**src/rtl/uart_word_io_pkg.sv**
```systemverilog
// Shared definitions for the UART word adapter: word/byte widths, transfer
// size codes, default receive buffer depth and the controller state type.
package uart_word_io_pkg;

  localparam int LEN_WORD = 32;
  localparam int LEN_BYTE = 8;

  // Transfer size codes as seen on uart_size
  localparam logic [1:0] SIZE_1B     = 2'b00;
  localparam logic [1:0] SIZE_2B     = 2'b01;
  localparam logic [1:0] SIZE_4B     = 2'b10;
  localparam logic [1:0] SIZE_4B_ALT = 2'b11;

  localparam int DEFAULT_RX_DEPTH = 8;

  typedef enum logic [1:0] {
    ST_IDLE = 2'd0,
    ST_TX   = 2'd1,
    ST_RX   = 2'd2,
    ST_FIN  = 2'd3
  } state_t;

  // Number of bytes moved for a given size code
  function automatic logic [2:0] size_to_bytes(input logic [1:0] size);
    case (size)
      SIZE_1B:     return 3'd1;
      SIZE_2B:     return 3'd2;
      SIZE_4B:     return 3'd4;
      SIZE_4B_ALT: return 3'd4;
      default:     return 3'd4;
    endcase
  endfunction

endpackage

```
**src/rtl/uart_rx_fifo.sv**
```systemverilog
// Receive byte FIFO. Reads are asynchronous from the storage array so the
// controller can consume a byte in the same cycle it decides to pop; a byte
// written in cycle t is visible from cycle t+1 (no write-to-read bypass).
module uart_rx_fifo
  import uart_word_io_pkg::*;
#(
  parameter int DEPTH = DEFAULT_RX_DEPTH
) (
  input  logic                    clk,
  input  logic                    rst,
  input  logic                    push,
  input  logic [LEN_BYTE-1:0]     push_data,
  input  logic                    pop,
  output logic [LEN_BYTE-1:0]     pop_data,
  output logic                    empty,
  output logic                    full,
  output logic [$clog2(DEPTH):0]  count
);

  localparam int AW = $clog2(DEPTH);
  localparam logic [AW:0] FULL_CNT = (AW + 1)'(DEPTH);

  logic [LEN_BYTE-1:0] mem [DEPTH];
  logic [AW-1:0]       wr_ptr_reg;
  logic [AW-1:0]       rd_ptr_reg;
  logic [AW:0]         count_reg;
  logic                push_ok;
  logic                pop_ok;

  assign empty    = (count_reg == '0);
  assign full     = (count_reg == FULL_CNT);
  assign count    = count_reg;
  assign pop_data = mem[rd_ptr_reg];

  // A full FIFO still takes a byte when a pop frees a slot in the same cycle
  assign pop_ok  = pop && !empty;
  assign push_ok = push && (!full || pop_ok);

  // Storage write; the array itself needs no reset
  always_ff @(posedge clk) begin
    if (push_ok) begin
      mem[wr_ptr_reg] <= push_data;
    end
  end

  // Pointers wrap naturally since DEPTH is a power of two
  always_ff @(posedge clk) begin
    if (rst) begin
      wr_ptr_reg <= '0;
      rd_ptr_reg <= '0;
    end else begin
      if (push_ok) wr_ptr_reg <= wr_ptr_reg + AW'(1);
      if (pop_ok)  rd_ptr_reg <= rd_ptr_reg + AW'(1);
    end
  end

  // Occupancy tracking
  always_ff @(posedge clk) begin
    if (rst) begin
      count_reg <= '0;
    end else begin
      case ({push_ok, pop_ok})
        2'b10:   count_reg <= count_reg + (AW + 1)'(1);
        2'b01:   count_reg <= count_reg - (AW + 1)'(1);
        default: count_reg <= count_reg;
      endcase
    end
  end

endmodule

```
**src/rtl/uart_word_io.sv**
```systemverilog
// Word-to-byte adapter between a 32-bit request port and a byte-wide UART.
// Writes serialise the low n bytes of the word MSB-first; reads collect n
// bytes from the receive FIFO into a zero-extended word. Received bytes are
// buffered at all times, independent of any pending read.
module uart_word_io
  import uart_word_io_pkg::*;
#(
  parameter int RX_DEPTH = DEFAULT_RX_DEPTH
) (
  input  logic        clk,
  input  logic        rst,
  input  logic        uart_order,
  input  logic [1:0]  uart_size,
  input  logic        uart_write,
  input  logic [31:0] uart_o_data,
  output logic        uart_accepted,
  output logic        uart_done,
  output logic [31:0] uart_r_data,
  output logic        tx_valid,
  output logic [7:0]  tx_data,
  input  logic        tx_ready,
  input  logic        rx_valid,
  input  logic [7:0]  rx_data,
  output logic        rx_overflow
);

  localparam int CNT_W = $clog2(RX_DEPTH) + 1;

  state_t              state_reg;
  state_t              state_next;
  logic [LEN_WORD-1:0] word_reg;
  logic [LEN_WORD-1:0] r_data_reg;
  logic [2:0]          rem_reg;
  logic                overflow_reg;

  logic [2:0]          bytes_req;
  logic [2:0]          lane_off;
  logic [LEN_WORD-1:0] tx_aligned;
  logic [LEN_WORD-1:0] rx_shifted;
  logic                last_byte;
  logic                tx_fire;
  logic                rx_drop;

  logic                fifo_pop;
  logic [LEN_BYTE-1:0] fifo_pop_data;
  logic                fifo_empty;
  logic                fifo_full;
  logic [CNT_W-1:0]    unused_fifo_count;

  // Left-align the selected bytes so the first byte to send sits at the top
  // of the word; transmission then always takes word_reg[31:24] and shifts.
  assign bytes_req  = size_to_bytes(uart_size);
  assign lane_off   = 3'd4 - bytes_req;
  assign tx_aligned = uart_o_data << {lane_off, 3'b000};

  assign rx_shifted = {word_reg[LEN_WORD-LEN_BYTE-1:0], fifo_pop_data};
  assign last_byte  = (rem_reg == 3'd1);
  assign tx_fire    = tx_valid && tx_ready;

  // A byte is lost only if the FIFO is full and no slot frees this cycle
  assign rx_drop = rx_valid && fifo_full && !fifo_pop;

  assign tx_data     = word_reg[LEN_WORD-1 -: LEN_BYTE];
  assign uart_r_data = r_data_reg;
  assign rx_overflow = overflow_reg;

  uart_rx_fifo #(
    .DEPTH (RX_DEPTH)
  ) u_rx_fifo (
    .clk       (clk),
    .rst       (rst),
    .push      (rx_valid),
    .push_data (rx_data),
    .pop       (fifo_pop),
    .pop_data  (fifo_pop_data),
    .empty     (fifo_empty),
    .full      (fifo_full),
    .count     (unused_fifo_count)
  );

  // State register
  always_ff @(posedge clk) begin
    if (rst) begin
      state_reg <= ST_IDLE;
    end else begin
      state_reg <= state_next;
    end
  end

  // Next-state logic; FIN always falls back to IDLE so orders are spaced by
  // at least one idle cycle
  always_comb begin
    state_next = state_reg;
    case (state_reg)
      ST_IDLE: if (uart_order) state_next = uart_write ? ST_TX : ST_RX;
      ST_TX:   if (tx_ready && last_byte) state_next = ST_FIN;
      ST_RX:   if (!fifo_empty && last_byte) state_next = ST_FIN;
      ST_FIN:  state_next = ST_IDLE;
      default: state_next = ST_IDLE;
    endcase
  end

  // State-decoded outputs, all held low while reset is asserted
  always_comb begin
    uart_accepted = 1'b0;
    uart_done     = 1'b0;
    tx_valid      = 1'b0;
    fifo_pop      = 1'b0;
    if (!rst) begin
      case (state_reg)
        ST_IDLE: uart_accepted = uart_order;
        ST_TX:   tx_valid      = 1'b1;
        ST_RX:   fifo_pop      = !fifo_empty;
        ST_FIN:  uart_done     = 1'b1;
        default: ;
      endcase
    end
  end

  // Shared shift register: shifts bytes out on writes, bytes in on reads
  always_ff @(posedge clk) begin
    if (rst) begin
      word_reg <= '0;
      rem_reg  <= '0;
    end else if (uart_accepted) begin
      word_reg <= uart_write ? tx_aligned : '0;
      rem_reg  <= bytes_req;
    end else if (tx_fire) begin
      word_reg <= {word_reg[LEN_WORD-LEN_BYTE-1:0], {LEN_BYTE{1'b0}}};
      rem_reg  <= rem_reg - 3'd1;
    end else if (fifo_pop) begin
      word_reg <= rx_shifted;
      rem_reg  <= rem_reg - 3'd1;
    end
  end

  // Read result, loaded with the final byte so it is valid during FIN and
  // held until the next read completes
  always_ff @(posedge clk) begin
    if (rst) begin
      r_data_reg <= '0;
    end else if (fifo_pop && last_byte) begin
      r_data_reg <= rx_shifted;
    end
  end

  // Sticky overflow flag
  always_ff @(posedge clk) begin
    if (rst) begin
      overflow_reg <= 1'b0;
    end else if (rx_drop) begin
      overflow_reg <= 1'b1;
    end
  end

endmodule

```
**config.mk**
```make
export PLATFORM = sky130hd
export DESIGN_NAME = uart_word_io
export DESIGN_NICKNAME = d
export VERILOG_FILES = /design/src/rtl/uart_word_io_pkg.sv /design/src/rtl/uart_rx_fifo.sv /design/src/rtl/uart_word_io.sv
export SDC_FILE = /design/constraint.sdc
export NUM_CORES = 1
export LEC_CHECK = 0
export CORE_MARGIN = 2
export CORE_UTILIZATION = 40
export DETAILED_ROUTE_END_ITERATION = 12
export SLEW_MARGIN = 20
export SYNTH_ARGS = -nofsm -noshare
export SYNTH_HDL_FRONTEND = slang
export SYNTH_SLANG_ARGS = --single-unit
```
**constraint.sdc**
```tcl
create_clock -name clk -period 2.9 [get_ports clk]
set_clock_uncertainty 0.05 [all_clocks]
set_input_delay 0.58 -clock clk [delete_from_list [all_inputs] [get_ports clk]]
set_output_delay 0.58 -clock clk [all_outputs]
set_load 0.03 [all_outputs]
```
==> results.yml, run 1 <==
status:
  status: "finished, final reports clean"
worst_hold_path:
  hp-class: "flop to flop"
yosys:
  yosys_most_used_dff: "dfxtp_1"
  synth.top_cell.area_share_pct: 30.08
  synth_seq_cells: 147
  synth_area_leaders: "edfxtp_1 (30%), dfxtp_1 (26%), mux4_2 (5.6%)"
  synthCells: 571
  async_flop_share_pct: 0
  synth.cell_area_sq_mm: 0.006389
  yosysSeqAreaShare_pct: 56.09
  synth_cell_types: 53
  syn_avg_cell_area_sq_um: 11.19
  yosys_warnings: 0
  synth_edf_count: 64
  synth_area_leader_cell: "edfxtp_1"
  syn-num-nets: 629
detailed_routing:
  wire_per_inst_um: 17.60
  drtPass1Iterations: 5
  drc: 0
  ant_nets: 0
  vias_per_cell: 5.328
  wl_mm: 15.54
  dr.first_iter.drc_count: 422
  vias: 4705
worst_setup_path:
  path_class: "input pin to output port"
  critical_path_arrival_ns: 2.06
  start_kind: "input pin"
  cp-end-kind: "output port"
  cp_max_fo: 5
  crit_required_ns: 2.27
global_routing:
  antenna_found_initial: 0
  grt_util_all_layers_pct: 18.94
  grt-ovfl-total: 0
  grt_pass1_wl_mm: 24.36
  grt_pass1_vias: 4613
  grt_max_degree: 56
clock_network:
  clkLatencyLatePin_ns: 0.42
  cts_tree: "built"
  postCtsResizedCells: 0
  clk_pin_slew_ns: 0.06
  postCtsSetupRepairBufs: 0
  root_buffer: "clkbuf_16"
  ctsHoldBuffers: 0
  cts_inserted_buffers: 17
  cts.sinks: 147
  cts.path.max_buffers: 2
  h-tree-depth: 4
pwr:
  leakage_uw: 0.002773
  peakVddDrop_mv: 0.4523
  power_density_mw_per_mm2: 717.1
place:
  hpwl_mm: 10.65
  port_buffers: 91
  dpl.cell_count: 851
  gp_congestion: 0.8807
layout:
  drive_above_1_share_pct: 15.74
  n_antenna_cell: 0
  final_cell_mix: "clkdlybuf4s50_1 (90), nand2_1 (86), dfxtp_1 (83), edfxtp_1 (64), nor2_1 (49)"
  final_common_cell: "clkdlybuf4s50_1"
  instances_no_fill: 883
  postLayoutCoreUtil_pct: 51.25
  syn_to_final_growth_pct: 26.50
  largest_register_ffs: 64
  fin_nets: 712
flow_run:
  cap_violations: 0
floorplan:
  rows: 46
  dieArea_sq_mm: 0.01700
  core-area_sq_mm: 0.01577
  ios: 92
  initial_core_util_pct: 40.51
  fp.dieH_um: 130.4
  die_w_um: 130.4
timing:
  grt_setup_unrepaired: "no"
  hold_violations: 0
  period_share_pct: 92.89
  setup_violations: 0
  fmax_mhz: 371.2
  finalSetupTns_ns: 0
  holdWs_ns: 0.4113
  fin_crit_ns: 2.694
  relSlewSlack_pct: 56.81
  maxSlewViolCount: 0
  tightest_slew_ns: 0.6465
path summary, 6_finish.rpt:
path / from / endpoint / slack [ns] / depth (start not counted)
min reg2reg: uart_r_data[21] / uart_r_data[21] / 0.41 / 2
max reg2reg: state_reg[0] / u_rx_fifo.count[2] / 0.48 / 11
min: uart_r_data[21] / uart_r_data[21] / 0.41 / 2
max: uart_order / uart_accepted / 0.21 / 4
kinds of logic after synthesis:
| kind of cell | after synthesis | share of synthesized area, % |
|---|---|---|
| xor gates and xnor gates | 7 | 0.9597 |
| adders and majority gates | 10 | 1.958 |
| and+or+nand+nor | 196 | 14.04 |
| muxes | 35 | 8.794 |
| buffers and inverters | 58 | 4.661 |
| AOI/OAI and AO/OA | 118 | 13.49 |
| DFF | 147 | 56.09 |
layout make-up:
class                      instances  area [sq um]
multi-input combinational        366          2519
timing repair buffer             116          1094
clock buffer                      17         425.4
clock inverter                    15         167.7
inverter                           6         22.52
tap                              216         270.3
fill                            1402          7689
sequential                       147          3583
report_power, final:
group | total, uW | switching, uW | internal [uW] | leakage [uW]
clock network | 2190 | 902 | 1290 | 0.000288
logic | 1120 | 638 | 478 | 0.00123
registers | 2490 | 149 | 2340 | 0.00126
total | 5800 | 1690 | 4110 | 0.00277
cell usage after synthesis (11+ instances only):
master	number
buf_2	13
a221oi_1	18
clkbuf_1	21
a21oi_1	36
nand2_1	86
nor2_1	49
nor3_1	26
dfxtp_1	83
mux4_2	16
a211oi_1	11
edfxtp_1	64
o21ai_0	19
per-layer routing:
layer / track usage [%] / up-vias / wire length, um
met5: 0 / - / 0
met2: 31.60 / 132 / 7521
met1: 24.98 / 2308 / 6992
met3: 4.194 / 19 / 804
li1: - / 2246 / -
met4: 5.632 / 0 / 218
worst max-delay path, cell delays in order:
cell	delay, ns
clkdlybuf4s50_1	0.51
nand3b_1	0.11
inv_1	0.15
clkdlybuf4s50_1	0.71
through the flow:
| stage | area, sq um | setup WS (ns) | total power (uW) |
|---|---|---|---|
| global placement | 7488 | 0.2107 | 3608 |
| detailed placement | 7488 | 0.2009 | 3640 |
| finish | 8082 | 0.2063 | 5796 |
| CTS | 8082 | 0.1878 | 5844 |
| global route | 8082 | 0.09103 | 6089 |
| floorplan | 6389 | 0.3662 | 3318 |
(Power assumes the default switching activity.)
==> run 2: changes to the inputs <==
--- a/config.mk
+++ b/config.mk
@@ -5,9 +5,11 @@
 export SDC_FILE = /design/constraint.sdc
 export NUM_CORES = 1
 export LEC_CHECK = 0
+export CORE_ASPECT_RATIO = 2
 export CORE_MARGIN = 2
 export CORE_UTILIZATION = 40
 export DETAILED_ROUTE_END_ITERATION = 12
+export HOLD_SLACK_MARGIN = 0.15
 export SLEW_MARGIN = 20
 export SYNTH_ARGS = -nofsm -noshare
 export SYNTH_HDL_FRONTEND = slang
==> run 2 against run 1 <==
  * Design area down 0.11%
  * Critical endpoint is now tx_valid
  * Total power down 1.1%
  * Via count down 0.36%
  * Global-route usage up 0.36 points
==> results.yml, run 2 (synthesis results as in run 1) <==
detailed_routing:
  vias: 4688
  wire_per_inst_um: 18.16
  drtPass1Iterations: 4
  dr.first_iter.drc_count: 196
  wl_mm: 15.78
  drc: 0
  ant_nets: 0
  vias_per_cell: 5.395
clock_network:
  cts_inserted_buffers: 17
  postCtsResizedCells: 0
  cts.path.max_buffers: 2
  clk_pin_slew_ns: 0.06
  clkLatencyLatePin_ns: 0.42
  h-tree-depth: 4
  postCtsSetupRepairBufs: 0
  cts.sinks: 147
  root_buffer: "clkbuf_16"
  cts_tree: "built"
  ctsHoldBuffers: 0
floorplan:
  ios: 92
  dieArea_sq_mm: 0.01706
  fp.dieH_um: 182.7
  rows: 65
  initial_core_util_pct: 40.70
  core-area_sq_mm: 0.01570
  die_w_um: 93.37
global_routing:
  grt-ovfl-total: 0
  antenna_found_initial: 0
  grt_pass1_vias: 4821
  grt_pass1_wl_mm: 25.20
  grt_max_degree: 62
  grt_util_all_layers_pct: 19.31
layout:
  postLayoutCellArea_sq_mm: 0.008073
  largest_register_ffs: 64
  instances_no_fill: 869
  fin_nets: 713
  n_antenna_cell: 0
  drive_above_1_share_pct: 16.17
  syn_to_final_growth_pct: 26.36
  final_cell_mix: "clkdlybuf4s50_1 (89), nand2_1 (86), dfxtp_1 (83), edfxtp_1 (64), nor2_1 (49)"
  final_common_cell: "clkdlybuf4s50_1"
timing:
  maxSlewViolCount: 0
  finalSetupTns_ns: 0
  hold_violations: 0
  period_share_pct: 86.97
  grt_setup_unrepaired: "no"
  fmax_mhz: 396.5
  setup_violations: 0
  fin_crit_ns: 2.522
  relSlewSlack_pct: 47.36
  tightest_slew_ns: 0.7885
place:
  dpl.cell_count: 837
  gp_congestion: 0.7811
  port_buffers: 91
  dpl-instance-area_sq_mm: 0.007487
  hpwl_mm: 11.14
worst_setup_path:
  cp_slowest_cell: "clkdlybuf4s50_1"
  critical-path-max-stage-delay_ns: 0.67
  r2r_start: "state_reg[0]"
  critical_path_arrival_ns: 1.89
  reg2reg_depth: 11
  r2r_end: "u_rx_fifo.count[2]"
  start_kind: "flop"
  cp_max_fo: 4
  crit_chain: "inv_1 > ha_1 > nor2b_1 > clkdlybuf4s50_1"
  crit_required_ns: 2.27
  path_class: "flop to output port"
  cp-end-kind: "output port"
  reg2reg_setup_slack_ns: 0.42
worst_hold_path:
  hold_path_startpoint: "uart_r_data[18]"
  whs_path_depth: 2
  hold_end: "uart_r_data[18]"
  hp-class: "flop to flop"
pwr:
  power_density_mw_per_mm2: 710.2
  peakVddDrop_mv: 0.4862
  leakage_uw: 0.002780
flow_run:
  cap_violations: 0
status:
  status: "finished, final reports clean"
-- run 2: changes by cell type in the layout (fill, tap and decap cells not counted), sizes merged --
cell / before / now
buf: 26 / 28
clkbuf: 17 / 19
clkinv: 3 / 6
bufinv: 2 / 1
inv: 14 / 10
clkdlybuf4s50: 90 / 89
-- run 2: stage by stage --
step / worst slack [ns] / hold slack [ns] / utilization [%] / total power [uW]
6_report: 0.3779 / 0.4039 / 51.43 / 5733
5_1_grt: 0.2222 / 0.4290 / 51.43 / 5995
4_1_cts: 0.3469 / 0.4078 / 51.43 / 5776
3_5_place_dp: 0.4550 / 0.3981 / 47.70 / 3640
3_3_place_gp: 0.4952 / 0.3943 / 47.70 / 3609
2_1_floorplan: 0.3662 / 0.3954 / - / 3318
-- run 2: critical path, delay by kind of cell, from the launching register on --
| kind | cells | cell delay (ns) |
|---|---|---|
| flip-flops | 1 | 0.32 |
| AND/OR/NAND/NOR | 1 | 0.15 |
| buffers and inverters | 2 | 0.80 |
| adder cells (fa/ha/maj) | 1 | 0.21 |
-- run 2: how the worst max path moves through the flow --
stage,startpoint,to,cells past startpoint
after CTS,state_reg[1],tx_valid,4
after floorplan,rst,u_rx_fifo.count[2],11
after detailed placement,state_reg[0],u_rx_fifo.count[2],11
final,state_reg[1],tx_valid,4
after global routing,state_reg[0],u_rx_fifo.count[2],11
after global placement,rx_valid,u_rx_fifo.count[2],8
-- run 2: report_power, final --
part | switching, uW | total [uW] | internal (uW)
Sequential | 142 | 2480 | 2340
Clock | 872 | 2140 | 1260
Combinational | 633 | 1120 | 485
-- run 2: final cells by class --
class / instances / area [sq um]
fillers: 1421 / 7624
flip-flops and latches: 147 / 3583
multi-input cells: 366 / 2519
repair buffers: 117 / 1111
clock buffers: 19 / 464.2
well taps: 201 / 251.5
clock inverters: 13 / 121.4
inverters: 6 / 22.52
-- run 2: per-layer routing --
| metal | track usage, % | wire (um) | share of wire [%] |
|---|---|---|---|
| met2 | 34.96 | 8510 | 54 |
| met5 | 0 | 0 | 0 |
| met3 | 3.716 | 701 | 4.4 |
| met1 | 20.94 | 5989 | 38 |
| met4 | 9.647 | 577 | 3.7 |
==> run 3: changes to the inputs <==
--- a/config.mk
+++ b/config.mk
@@ -6,7 +6,7 @@
 export NUM_CORES = 1
 export LEC_CHECK = 0
 export CORE_ASPECT_RATIO = 2
-export CORE_MARGIN = 2
+export CORE_MARGIN = 3
 export CORE_UTILIZATION = 40
 export DETAILED_ROUTE_END_ITERATION = 12
 export HOLD_SLACK_MARGIN = 0.15
==> run 3 against run 2 <==
  * Sequential share of layout area about the same
  * Cell count fell by 0.35%
  * Setup slack worse by 0.013 ns
  * Critical path type unchanged
  * Sequential power barely moved
  * Sequential cell count did not move
  * Global-route usage about the same
  * Clock power grew 3%
  * Total power increased by 1.1%
==> results.yml, run 3 (synthesis results as in run 1) <==
global_routing:
  grt_pass1_vias: 4835
  antenna_found_initial: 0
  grt_pass1_wl_mm: 25.67
  grt_util_all_layers_pct: 19.26
  grt-ovfl-total: 0
  grt_max_degree: 67
place:
  gp_congestion: 0.7808
  dpl.cell_count: 834
  port_buffers: 91
  hpwl_mm: 11.33
worst_setup_path:
  reg2reg_setup_slack_ns: 0.44
  cp_max_fo: 4
  start_kind: "flop"
  critical-path-max-stage-delay_ns: 0.68
  r2r_start: "state_reg[0]"
  path_class: "flop to output port"
  cp_num_buf_inv: 2
  crit_start: "state_reg[1]"
  cp_slowest_cell: "clkdlybuf4s50_1"
  critical_path_arrival_ns: 1.91
  cp-end-kind: "output port"
  crit_required_ns: 2.27
  crit_chain: "inv_1 > ha_1 > nor2b_1 > clkdlybuf4s50_1"
  crit_cells: 4
  cp_top_family: "buffers and inverters"
  reg2reg_depth: 11
detailed_routing:
  vias_per_cell: 5.372
  drc: 0
  ant_nets: 0
  wl_mm: 16.03
  vias: 4652
  dr.first_iter.drc_count: 209
  drtPass1Iterations: 5
  wire_per_inst_um: 18.51
floorplan:
  dieArea_sq_mm: 0.01762
  initial_core_util_pct: 41.34
  rows: 64
  core-area_sq_mm: 0.01545
  ios: 92
  fp.dieH_um: 184.7
  die_w_um: 95.37
timing:
  relSlewSlack_pct: 46.63
  grt_setup_unrepaired: "no"
  finalSetupTns_ns: 0
  tightest_slew_ns: 0.7995
  fin_crit_ns: 2.535
  fmax_mhz: 394.5
  hold_violations: 0
  maxSlewViolCount: 0
  period_share_pct: 87.42
  setup_violations: 0
clock_network:
  h-tree-depth: 4
  ctsHoldBuffers: 0
  clkLatencyLatePin_ns: 0.42
  cts.path.max_buffers: 2
  cts_tree: "built"
  postCtsSetupRepairBufs: 0
  root_buffer: "clkbuf_16"
  cts.sinks: 147
  postCtsResizedCells: 0
  cts_inserted_buffers: 17
  clk_pin_slew_ns: 0.07
layout:
  fin_nets: 713
  instances_no_fill: 866
  drive_above_1_share_pct: 16.02
  postLayoutCoreUtil_pct: 52.27
  syn_to_final_growth_pct: 26.44
  final.fill_count: 1379
  largest_register_ffs: 64
  final_cell_mix: "clkdlybuf4s50_1 (89), nand2_1 (86), dfxtp_1 (83), edfxtp_1 (64), nor2_1 (49)"
  n_antenna_cell: 0
  final_common_cell: "clkdlybuf4s50_1"
pwr:
  power_density_mw_per_mm2: 717.2
  power_frac_seq_pct: 42.8
  p_clk_share_pct: 37.9
  leakage_uw: 0.002788
  netSwitchingPower_uw: 1684
  internal-power_uw: 4109
  peakVddDrop_mv: 0.3331
  pwr-share-comb_pct: 19.3
  p_sw_share_pct: 29.07
worst_hold_path:
  whs_path_depth: 2
  hold_path_startpoint: "uart_r_data[28]"
  hp-class: "flop to flop"
flow_run:
  cap_violations: 0
status:
  status: "finished, final reports clean"
==> run 3: area by class of cell <==
cell class	instances	area (sq um)	area share (%)
clock buffers	17	425.4	5.266
clock inverters	15	168.9	2.091
inverters	6	22.52	0.2788
multi-input cells	366	2519	31.18
flip-flops and latches	147	3583	44.36
well taps	198	247.7	3.067
repair buffers	117	1111	13.75
==> run 3: power by group through the flow <==
stage | Sequential (uW) | Combinational [uW] | Clock (uW)
floorplan | 2480 | 840 | 0
global placement | 2510 | 1090 | 0
detailed placement | 2520 | 1120 | 0
CTS | 2480 | 1130 | 2240
global route | 2500 | 1250 | 2350
finish | 2480 | 1120 | 2200
==> run 3: per-layer routing <==
metal	vias to the layer above	global-route usage (%)	wire length, um
met5	-	0	0
met4	0	5.610	157
met3	12	3.922	702
met2	131	36.23	9111
met1	2260	21.18	6058
li1	2249	-	-
==> run 3: stage by stage <==
stage | hold slack [ns] | setup slack (ns) | total power [uW] | cell area [sq um]
6_report | 0.4039 | 0.3650 | 5794 | 8078
5_1_grt | 0.4190 | 0.2377 | 6095 | 8078
4_1_cts | 0.4057 | 0.3396 | 5844 | 8078
3_5_place_dp | 0.3961 | 0.4149 | 3640 | 7483
3_3_place_gp | 0.3959 | 0.5100 | 3606 | 7483
2_1_floorplan | 0.3954 | 0.3662 | 3318 | 6389
==> run 3: worst min-delay path, stage by stage (launching register included) <==
cell and delay [ns]:
dfxtp_1 0.31, nand2_1 0.05, a21oi_1 0.05
==> run 3: path summary, 6_finish.rpt <==
kind,endpoint
max,tx_valid
max reg2reg,u_rx_fifo.count[2]
min,uart_r_data[28]
min reg2reg,uart_r_data[28]
